File: src/rtl/seg_display_scanner.sv
// Converts a received byte to sign + three BCD digits (sequential double-dabble)
// and time-multiplexes them onto one registered seven-segment decoder.
module seg_display_scanner #(
  parameter int SCAN_DIV = 50000
) (
  input  logic       clk,
  input  logic       rst_n,
  input  logic [7:0] data_in,
  input  logic       data_valid,
  input  logic       signed_mode,
  input  logic       blank,
  output logic       busy,
  output logic [3:0] digit_code,
  output logic       digit_en,
  output logic [3:0] an
);

  localparam int PW = (SCAN_DIV > 1) ? $clog2(SCAN_DIV) : 1;
  localparam logic [PW-1:0] PRESC_LAST = PW'(SCAN_DIV - 1);
  localparam logic [3:0] CODE_MINUS = 4'b1010;

  typedef enum logic [1:0] {
    ST_IDLE   = 2'd0,
    ST_SHIFT  = 2'd1,
    ST_COMMIT = 2'd2
  } state_e;

  // Handshake: data_in/signed_mode are taken on a rising edge where
  // data_valid=1 and busy=0; strobes while busy=1 are dropped, never queued.

  state_e          state_q, state_d;
  logic [19:0]     sr_q, sr_d;
  logic [2:0]      cnt_q, cnt_d;
  logic            neg_q, neg_d;
  logic [3:0]      hund_q, hund_d;
  logic [3:0]      tens_q, tens_d;
  logic [3:0]      ones_q, ones_d;
  logic            dneg_q, dneg_d;
  logic [PW-1:0]   presc_q, presc_d;
  logic [1:0]      idx_q, idx_d;
  logic [3:0]      code_q, code_d;
  logic            en_q, en_d;
  logic [1:0]      slot_q, slot_d;
  logic            sblank_q, sblank_d;
  logic [3:0]      an_q, an_d;

  logic            neg_in;
  logic [7:0]      mag;
  logic [19:0]     adj;
  logic            slot_blank;
  logic [3:0]      slot_code;

  // ---------------- conversion FSM ----------------
  always_comb begin
    state_d = state_q;
    sr_d    = sr_q;
    cnt_d   = cnt_q;
    neg_d   = neg_q;
    hund_d  = hund_q;
    tens_d  = tens_q;
    ones_d  = ones_q;
    dneg_d  = dneg_q;
    neg_in  = signed_mode & data_in[7];
    mag     = neg_in ? (~data_in + 8'd1) : data_in;
    adj     = sr_q;
    if (adj[19:16] >= 4'd5) adj[19:16] = adj[19:16] + 4'd3;
    if (adj[15:12] >= 4'd5) adj[15:12] = adj[15:12] + 4'd3;
    if (adj[11:8]  >= 4'd5) adj[11:8]  = adj[11:8]  + 4'd3;
    case (state_q)
      ST_IDLE: begin
        if (data_valid) begin
          neg_d   = neg_in;
          sr_d    = {12'b0, mag};
          cnt_d   = 3'd0;
          state_d = ST_SHIFT;
        end
      end
      ST_SHIFT: begin
        sr_d  = {adj[18:0], 1'b0};
        cnt_d = cnt_q + 3'd1;
        if (cnt_q == 3'd7) state_d = ST_COMMIT;
      end
      ST_COMMIT: begin
        // All four display fields change on the same edge so a scan never
        // shows a mix of old and new digits.
        hund_d  = sr_q[19:16];
        tens_d  = sr_q[15:12];
        ones_d  = sr_q[11:8];
        dneg_d  = neg_q;
        state_d = ST_IDLE;
      end
      default: state_d = ST_IDLE;
    endcase
  end

  assign busy = (state_q != ST_IDLE);

  // ---------------- scan / display pipeline ----------------
  always_comb begin
    presc_d    = presc_q + PW'(1);
    idx_d      = idx_q;
    slot_code  = 4'b0000;
    slot_blank = 1'b0;
    if (presc_q == PRESC_LAST) begin
      presc_d = '0;
      idx_d   = idx_q + 2'd1;
    end
    case (idx_q)
      2'd0: begin
        slot_code  = ones_q;
        slot_blank = 1'b0;
      end
      2'd1: begin
        slot_code  = tens_q;
        slot_blank = (hund_q == 4'd0) && (tens_q == 4'd0);
      end
      2'd2: begin
        slot_code  = hund_q;
        slot_blank = (hund_q == 4'd0);
      end
      default: begin
        slot_code  = dneg_q ? CODE_MINUS : 4'b0000;
        slot_blank = ~dneg_q;
      end
    endcase
    code_d   = slot_code;
    en_d     = 1'b1;
    // Anode select lags the code by one edge to match the decoder's register.
    slot_d   = idx_q;
    sblank_d = slot_blank | blank;
    an_d     = sblank_q ? 4'b1111 : ~(4'b0001 << slot_q);
  end

  always_ff @(posedge clk or negedge rst_n) begin
    if (!rst_n) begin
      state_q  <= ST_IDLE;
      sr_q     <= '0;
      cnt_q    <= '0;
      neg_q    <= 1'b0;
      hund_q   <= '0;
      tens_q   <= '0;
      ones_q   <= '0;
      dneg_q   <= 1'b0;
      presc_q  <= '0;
      idx_q    <= '0;
      code_q   <= 4'b0000;
      en_q     <= 1'b0;
      slot_q   <= '0;
      sblank_q <= 1'b1;
      an_q     <= 4'b1111;
    end else begin
      state_q  <= state_d;
      sr_q     <= sr_d;
      cnt_q    <= cnt_d;
      neg_q    <= neg_d;
      hund_q   <= hund_d;
      tens_q   <= tens_d;
      ones_q   <= ones_d;
      dneg_q   <= dneg_d;
      presc_q  <= presc_d;
      idx_q    <= idx_d;
      code_q   <= code_d;
      en_q     <= en_d;
      slot_q   <= slot_d;
      sblank_q <= sblank_d;
      an_q     <= an_d;
    end
  end

  assign digit_code = code_q;
  assign digit_en   = en_q;
  assign an         = an_q;

endmodule

File: config.mk
export PLATFORM = sky130hd
export DESIGN_NAME = seg_display_scanner
export DESIGN_NICKNAME = d
export VERILOG_FILES = /design/src/rtl/seg_display_scanner.sv
export SDC_FILE = /design/constraint.sdc
export NUM_CORES = 1
export LEC_CHECK = 0
export BUFFER_PORTS_ARGS = -buffer_cell sky130_fd_sc_hd__buf_2
export CORE_UTILIZATION = 37
export CTS_CLUSTER_DIAMETER = 30
export DETAILED_ROUTE_END_ITERATION = 10
export GPL_TIMING_DRIVEN = 0
export PLACE_DENSITY = 0.61
export SYNTH_ARGS = -nofsm -noshare
export SYNTH_HDL_FRONTEND = slang
export SYNTH_SLANG_ARGS = --single-unit
File: constraint.sdc
create_clock -name clk -period 1.7 [get_ports clk]
set_input_delay 0.17 -clock clk [delete_from_list [all_inputs] [get_ports clk]]
set_output_delay 0.17 -clock clk [all_outputs]
set_load 0.01 [all_outputs]
After elaboration in Yosys (flattened, before gate mapping)

Index checks and enable logic that the tools add are counted.

$add $sub $neg: 7
Multipliers: 0
Div/mod/pow operators: 0
$lt $le $gt $ge: 3
Eq/ne operators: 8
Shift operators: 1
Multiplexer cells: 16
Bitwise gates (word level): 5
Reductions and logical operators: 10

Operators by type and width:

| cell                                                              | number |
|---|---|
| one-hot mux 20 bit (2 select lines)                               | 1 |
| 2-to-1 mux 20 bit                                                 | 1 |
| adder 16 x 1 -> 16 bit, second input constant                     | 1 |
| == test 16 bit, second input constant                             | 1 |
| 2-to-1 mux 16 bit                                                 | 1 |
| 2-to-1 mux 4 bit                                                  | 4 |
| greater-or-equal comparator 4 x 3 -> 1 bit, second input constant | 3 |
| one-hot mux 4 bit (3 select lines)                                | 1 |
| adder 4 x 2 -> 4 bit, second input constant                       | 2 |
| adder 8 x 1 -> 8 bit, second input constant                       | 1 |
| zero test 4 bit                                                   | 2 |
| 2-to-1 mux 8 bit                                                  | 1 |
| inverter 8 bit                                                    | 1 |
| 2-to-1 mux 3 bit                                                  | 2 |
| one-hot mux 3 bit (2 select lines)                                | 1 |
| AND reduction 2 bit                                               | 3 |
| == test 2 x 1 -> 1 bit, second input constant                     | 2 |
| == test 2 bit, second input constant                              | 2 |
| zero test 2 bit                                                   | 2 |
| 2-to-1 mux 2 bit                                                  | 2 |
| != test 2 bit, second input constant                              | 2 |
| inverter 4 bit                                                    | 1 |
| one-hot mux 2 bit (2 select lines)                                | 1 |
| nonzero test 2 bit                                                | 2 |
| other kinds (10)                                                  | 10 |

Flip-flop bits (word level): 69
Bits in latches: 0
RAM bits: 0
Bits in read-only memories: 0
Input port bits: 13
Output and inout bits: 10
Word-level logic and storage cells: 65
Memories kept: 0

Depth between registers and ports, before layout

Gate-level depths: netlist of the first run.

Depth in word-level cells: 5
Gate-level depth with buffers: 6
Gate-level depth less buffers: 6

Least setup slack after synthesis of the first run

Ideal clock, no wire load.

Kind: register -> register
Start: register presc_q[13]
End: register presc_q[9]
Setup time: 0.124 ns
Arrival: 1.549 ns
Required time: 1.576 ns
Path slack: 0.027 ns
Stages on the path, launching flop included: 5
Path buffers: 0
Period minus slack after synthesis: 1.673 ns
Path through: dfrtp_1 or4bb_1 nor4_4 a31oi_1 a211o_1

Longest elaborated chain between the ends: 2

RTL lines:

| element                  | RTL line | text |
|---|---|---|
| start: declaration       | 39       | `logic [PW-1:0] presc_q, presc_d;` |
| start signal: assignment | 160      | `presc_q <= presc_d;` |
| == test 16 bit           | 104      | `if (presc_q == PRESC_LAST) begin` |
| 2-to-1 mux 16 bit        | 104      |  |
| named net presc_d[9]     | 39       |  |

The timed path passes the listed nets, and every way through them passes these cells.
A chain may end at the register's enable or synchronous reset.

Final worst setup path of the first run

Start: register presc_q[12]
End: register presc_q[9]

The elaborated chain is that of the path after synthesis.

==> qor.csv, run 1 <==
metric,value,unit
numCtsBuffers,9,
r2r_slack,-0.02,ns
setup_slack,-0.0191,ns
synth_seq_cells,69,
port_buffers,22,
hold_path_depth,3,
synth_top_area_share,50.3,%
grt_pass1_vias,2172,
dp_hpwl,4.07,mm
place_ws,-0.0636,ns
yosysWarnings,0,
rr_startpoint,presc_q[12],
netlist_area,3190,um2
track_usage,15.0,%
grt.overflow.total,0,
antennaDiodeCount,0,
dieArea,8980,um2
synth_edf_count,0,
synthArstFlopShare,100,%
clockBufferDepth,2,
reg2reg_depth,4,
critPathLaunchType,register,
worstHoldEndpoint,sblank_q,
cap_violations,0,
yosysSeqAreaShare,54.4,%
num_rows,33,
drv_slew,0,
finalSetupTns,-0.0191,ns
yosys.area.top_type,dfrtp_1,
drt_iter0_drc,79,
total_power,5.52,mW
worst_pin_slew,0.828,ns
setup_viol,1,
instances_no_fill,437,
dp.cells,415,
nNetsFinal,354,
htree_levels,3,
ant_nets,0,
ys_types,45,
cp_max_fo,3,
grt_max_degree,70,
arrival,1.95,ns
min_period,1.72,ns
hold_class,in2reg,
tritoncts,yes,
ff_latch_area,1740,um2
core_area,8260,um2
final_core_util,45.5,%
grt_pass1_wl,10.1,mm
area_growth,17.9,%
fin_skew,0.00578,ns
min_from,blank,
synth.area.top_cells,"dfrtp_1 50%, ha_1 5.5%, dfstp_2 4.1%",
hold_viol,0,
vias_per_cell,5.09,
route.detailed.drc,0,
final_cell_area,3760,um2
die_x,94.8,um
fin_crit_sh,101,%
nFillCells,809,
multi_input_area,1380,um2
syn_inst,288,
drive_above_1_share,21.1,%
avgSynthCellArea,11.1,um2
pin_count,23,
status,finished with violations,
die_height,94.8,um
rsz0062_at_grt,yes,
critPathKind,reg2reg,
violations,setup timing,
place.gp.congestion,0.807,
post_dp_cell_area,3430,um2
start_util,38.6,%
required,1.93,ns
num_vias,2223,
clk-insertion-delay-late,0.34,ns
endpoint_kind,register,
cts.sinks,69,
crit_chain,or4bb_4 > nor4_4 > a31oi_1 > a211o_1,
syn_nets,315,
finalWirelength,5.91,mm
p_leak,1.70,nW
r2r_end,presc_q[9],
critPathSlowestCell,or4bb_4,
root_buffer,clkbuf_8,
maxSlewHeadroom,44.8,%
fmax,582,MHz
clk_pin_slew,0.07,ns
power_density,1470,nW/um2
crit_family,simple AND/OR/NAND/NOR gates,
ir_worst_vdd,0.453,mV
dr.pass1.iters,4,
cp_slowest_stage_delay,0.56,ns
timing.critical_path.buf_inv,0,
drt-wirelength-per-cell,13.5,um
hold_ws,0.0422,ns
antenna_found_initial,0,
synth_flop_cell,dfrtp_1,
==> cell usage in the layout, fill, tap and decap left out, types with 5 or more instances in the layout <==
cell,count
clkbuf_8,9
xor2_1,9
dfrtp_1,61
nor2_1,25
xnor2_1,14
buf_2,21
clkbuf_1,5
buf_4,7
nand3_1,9
nand2_1,19
mux2_2,9
o31ai_1,5
dfstp_2,5
ha_1,13
a21oi_1,9
a22oi_1,6
inv_1,14
o21ai_0,20
==> synth_stat cells (2+ instances only) <==
library cell / instances
nor3_1: 4
nor2_1: 25
a222oi_1: 2
a22oi_1: 6
nand3_1: 9
xor2_1: 9
dfrtp_1: 64
a21oi_1: 11
ha_1: 14
a32o_1: 3
nor2b_1: 3
or4_1: 2
o31ai_1: 5
or4bb_1: 2
o21ai_0: 20
dfstp_2: 5
mux2_2: 9
and4_1: 2
nand2b_1: 4
clkbuf_1: 5
nand2_1: 19
xnor2_1: 14
a31oi_1: 4
o22ai_1: 4
o32ai_1: 2
nand4_1: 3
and3_1: 2
inv_1: 15
a22o_1: 3
nand3b_1: 2
mux2i_1: 2
==> worst max path at each step <==
| stage | slack, ns | endpoint | from | cells after the start |
|---|---|---|---|---|
| floorplan | 0.03 | presc_q[9] | presc_q[13] | 4 |
| global placement | -0.07 | presc_q[9] | presc_q[13] | 4 |
| detailed placement | -0.06 | presc_q[9] | presc_q[13] | 4 |
| CTS | -0.03 | presc_q[9] | presc_q[11] | 4 |
| global route | -0.09 | idx_q[1] | presc_q[12] | 5 |
| finish | -0.02 | presc_q[9] | presc_q[12] | 4 |
==> metal layers <==
layer	up-vias	wire length, um	global-route usage [%]	part of all wire [%]
met5	-	0	0	0
met4	0	132	7.20	2.2
met3	11	209	4.11	3.5
met2	43	2680	24.2	45
met1	1067	2880	18.5	49
li1	1102	-	-	-
==> timing repair <==
item / CTS / global route
hold buffers: 1 / 0
pin swaps: 1 / 4
setup endpoints to repair: 5 / 12
setup buffers: 2 / 3
resized for setup: 5 / 4
hold endpoints to repair: 64 / 0
==> where the power goes <==
group | switching (mW) | leakage, nW | internal [mW]
sequential | 0.282 | 0.863 | 2.06
clock | 0.605 | 0.129 | 1.12
combinational | 0.785 | 0.713 | 0.678
==> cell type report <==
type	instances	share of cell area [%]
Tap cell	105	3.50
Clock buffer	9	3.30
Buffer	6	0.700
Timing Repair Buffer	28	4.26
Sequential cell	69	46.2
Multi-Input combinational cell	198	36.8
Inverter	15	1.50
Clock inverter	7	3.66
==> kinds of logic (layout without fill, tap and decap cells) <==
group	count (synthesis)	in the layout	synth area share (%)
buffers and inverters	21	65	2.59
other	1	1	0.118
flip-flops	69	69	54.4
XOR/XNOR	23	23	6.32
adder cells (fa/ha/maj)	14	14	5.50
AO/OA/AOI/OAI	63	63	12.8
multiplexers	11	11	3.81
AND/OR/NAND/NOR	86	86	14.4
==> registers in the layout, indices dropped and copies added (netlist names), 2 cells and up <==
name and flops:
state_q 2, ones_q 4, slot_q 2, hund_q 4, tens_q 4, sr_q 20
cnt_q 3, presc_q 16, digit_code 4, idx_q 2, an 4
==> worst reg2reg max path, delay by kind of cell, from the launching register on <==
kind             cells  cell delay (ns)
AO/OA/AOI/OAI        2             0.34
flip-flops           1             0.39
AND/OR/NAND/NOR      2             0.87
Note: power is estimated with default switching activity, not from simulation.
==> run 2: changes to the inputs <==
==> constraint.sdc (replaced) <==
create_clock -name clk -period 1.7 [get_ports clk]
set_input_delay 0.255 -clock clk [delete_from_list [all_inputs] [get_ports clk]]
set_output_delay 0.255 -clock clk [all_outputs]
set_load 0.01 [all_outputs]
==> run 2 against run 1 <==
Compared with the run above:
- the flow still finishes with violations (setup timing)
- final area is 0.27% lower
- critical path depth stayed put
- clock power about the same
- setup slack did not move
- first-iteration DRC count increased by 3.8%
- register-to-register slack is essentially flat
- die area unchanged
- sequential share of layout area up 0.12 points
- maximum frequency stayed put
- sequential power barely moved
- critical endpoint unchanged
- largest cell class unchanged
==> qor.csv, run 2 (same netlist as run 1, synthesis figures left out) <==
metric,value,unit,change
reg2reg_depth,4,,unchanged
final_core_util,45.4,%,was 45.5%
drive_above_1_share,21.1,%,about the same
largest_reg_flops,20,,unchanged
critPathLaunchType,register,,unchanged
nNetsFinal,353,,was 354
fin_skew,0.00578,ns,unchanged
finalSetupTns,-0.0191,ns,unchanged
grt_max_degree,70,,unchanged
drv_slew,0,,unchanged
setup_slack,-0.0191,ns,unchanged
dr.pass1.iters,4,,unchanged
grt.overflow.total,0,,unchanged
root_buffer,clkbuf_8,,unchanged
setup_viol,1,,unchanged
rr_startpoint,presc_q[12],,unchanged
finalWirelength,5.90,mm,was 5.91 mm
ant_nets,0,,unchanged
place.gp.congestion,0.807,,unchanged
hold_class,in2async,,was in2reg
rsz0062_at_grt,yes,,unchanged
arrival,1.95,ns,about the same
violations,setup timing,,unchanged
grt_pass1_wl,10.1,mm,unchanged
ir_worst_vdd,0.453,mV,about the same
cp-endpoint,presc_q[9],,unchanged
hold_ws,0.0192,ns,was 0.0422 ns
r2r_end,presc_q[9],,unchanged
total_power,5.52,mW,about the same
num_rows,33,,unchanged
startpoint,presc_q[12],,unchanged
status,finished with violations,,unchanged
min_period,1.72,ns,unchanged
drt_iter0_drc,82,,was 79
cp_max_fo,3,,unchanged
clk_pin_slew,0.07,ns,about the same
num_vias,2221,,was 2223
start_util,38.6,%,unchanged
area_growth,17.6,%,was 17.9%
pin_count,23,,unchanged
final_cell_area,3750,um2,was 3760 um2
required,1.93,ns,about the same
worst_pin_slew,0.825,ns,was 0.828 ns
layout_common_cells,"61 x dfrtp_1, 25 x nor2_1, 21 x buf_2",,unchanged
grt_pass1_vias,2172,,unchanged
hold_viol,0,,unchanged
vias_per_cell,5.09,,about the same
nFillCells,810,,was 809
track_usage,15.0,%,unchanged
maxSlewHeadroom,45.0,%,was 44.8%
regMostFlops,sr_q,,unchanged
post_dp_cell_area,3430,um2,unchanged
antennaDiodeCount,0,,unchanged
antenna_found_initial,0,,unchanged
dp_hpwl,4.07,mm,unchanged
tritoncts,yes,,unchanged
clk-insertion-delay-late,0.34,ns,about the same
die_x,94.8,um,unchanged
fmax,582,MHz,unchanged
numCtsBuffers,9,,unchanged
port_buffers,22,,unchanged
r2r_slack,-0.02,ns,about the same
cts.sinks,69,,unchanged
drt-wirelength-per-cell,13.5,um,about the same
cap_violations,0,,unchanged
htree_levels,3,,unchanged
endpoint_kind,register,,unchanged
hold_buffers,0,,was 1
critPathKind,reg2reg,,unchanged
die_height,94.8,um,unchanged
route.detailed.drc,0,,unchanged
power_density,1470,nW/um2,about the same
core_area,8260,um2,unchanged
clockBufferDepth,2,,unchanged
p_leak,1.70,nW,about the same
largestRegisters,"sr_q: 20 flops, presc_q: 16 flops",,unchanged
fin_crit_sh,101,%,unchanged
dieArea,8980,um2,unchanged
layout_commonest_cell,dfrtp_1,,unchanged
## run 2: cell types whose count changed in the layout (fill, tap and decap cells not counted)
cell	change
dlygate4sd3_1	-1
## run 2: worst min path at each step
stage,startpoint,end,slack (ns),cells past startpoint
after global placement,slot_q[1],an[2],0.42,1
after floorplan,rst_n,cnt_q[0],-0.04,0
after detailed placement,rst_n,digit_en,0.42,1
final,rst_n,sr_q[14],0.02,1
after CTS,rst_n,presc_q[3],0.04,1
after global routing,rst_n,presc_q[3],0.09,1
## run 2: per-stage QoR
stage / cells / setup WS [ns]
2_1_floorplan: 288 / 0.0268
3_3_place_gp: 415 / -0.0749
3_5_place_dp: 415 / -0.0636
4_1_cts: 433 / -0.0331
5_1_grt: 436 / -0.0884
6_report: 436 / -0.0191
## run 2: area by class of cell
type,count,area (um2),share of cell area (%)
Clock buffer,9,124,3.31
Sequential cell,69,1740,46.4
Timing Repair Buffer,27,150,4.01
Tap cell,105,131,3.51
Clock inverter,7,138,3.67
Buffer,6,26.3,0.701
Inverter,15,56.3,1.50
Multi-Input combinational cell,198,1380,36.9
## run 2: metal layers
metal	GRT usage (%)	vias up	share of wire, %
met5	0	-	0
met4	7.20	0	2.2
met1	18.5	1067	49
li1	-	1100	-
met2	24.2	43	45
met3	4.11	11	3.6
## run 2: critical path, stage by stage (launching register included)
cell and delay (ns):
dfrtp_1 0.39, or4bb_4 0.56, nor4_4 0.31, a31oi_1 0.08, a211o_1 0.26
## run 2: timing repair
item,4_1_cts,5_1_grt
resized for setup,5,4
setup endpoints to repair,5,12
setup buffers,2,3
pin swaps,1,4
## run 2: power by group
| group | internal (mW) | total (mW) | leakage (nW) | switching, mW |
|---|---|---|---|---|
| logic | 0.677 | 1.46 | 0.709 | 0.785 |
| registers | 2.06 | 2.34 | 0.863 | 0.282 |
| clock network | 1.12 | 1.72 | 0.129 | 0.605 |
| total | 3.85 | 5.52 | 1.70 | 1.67 |
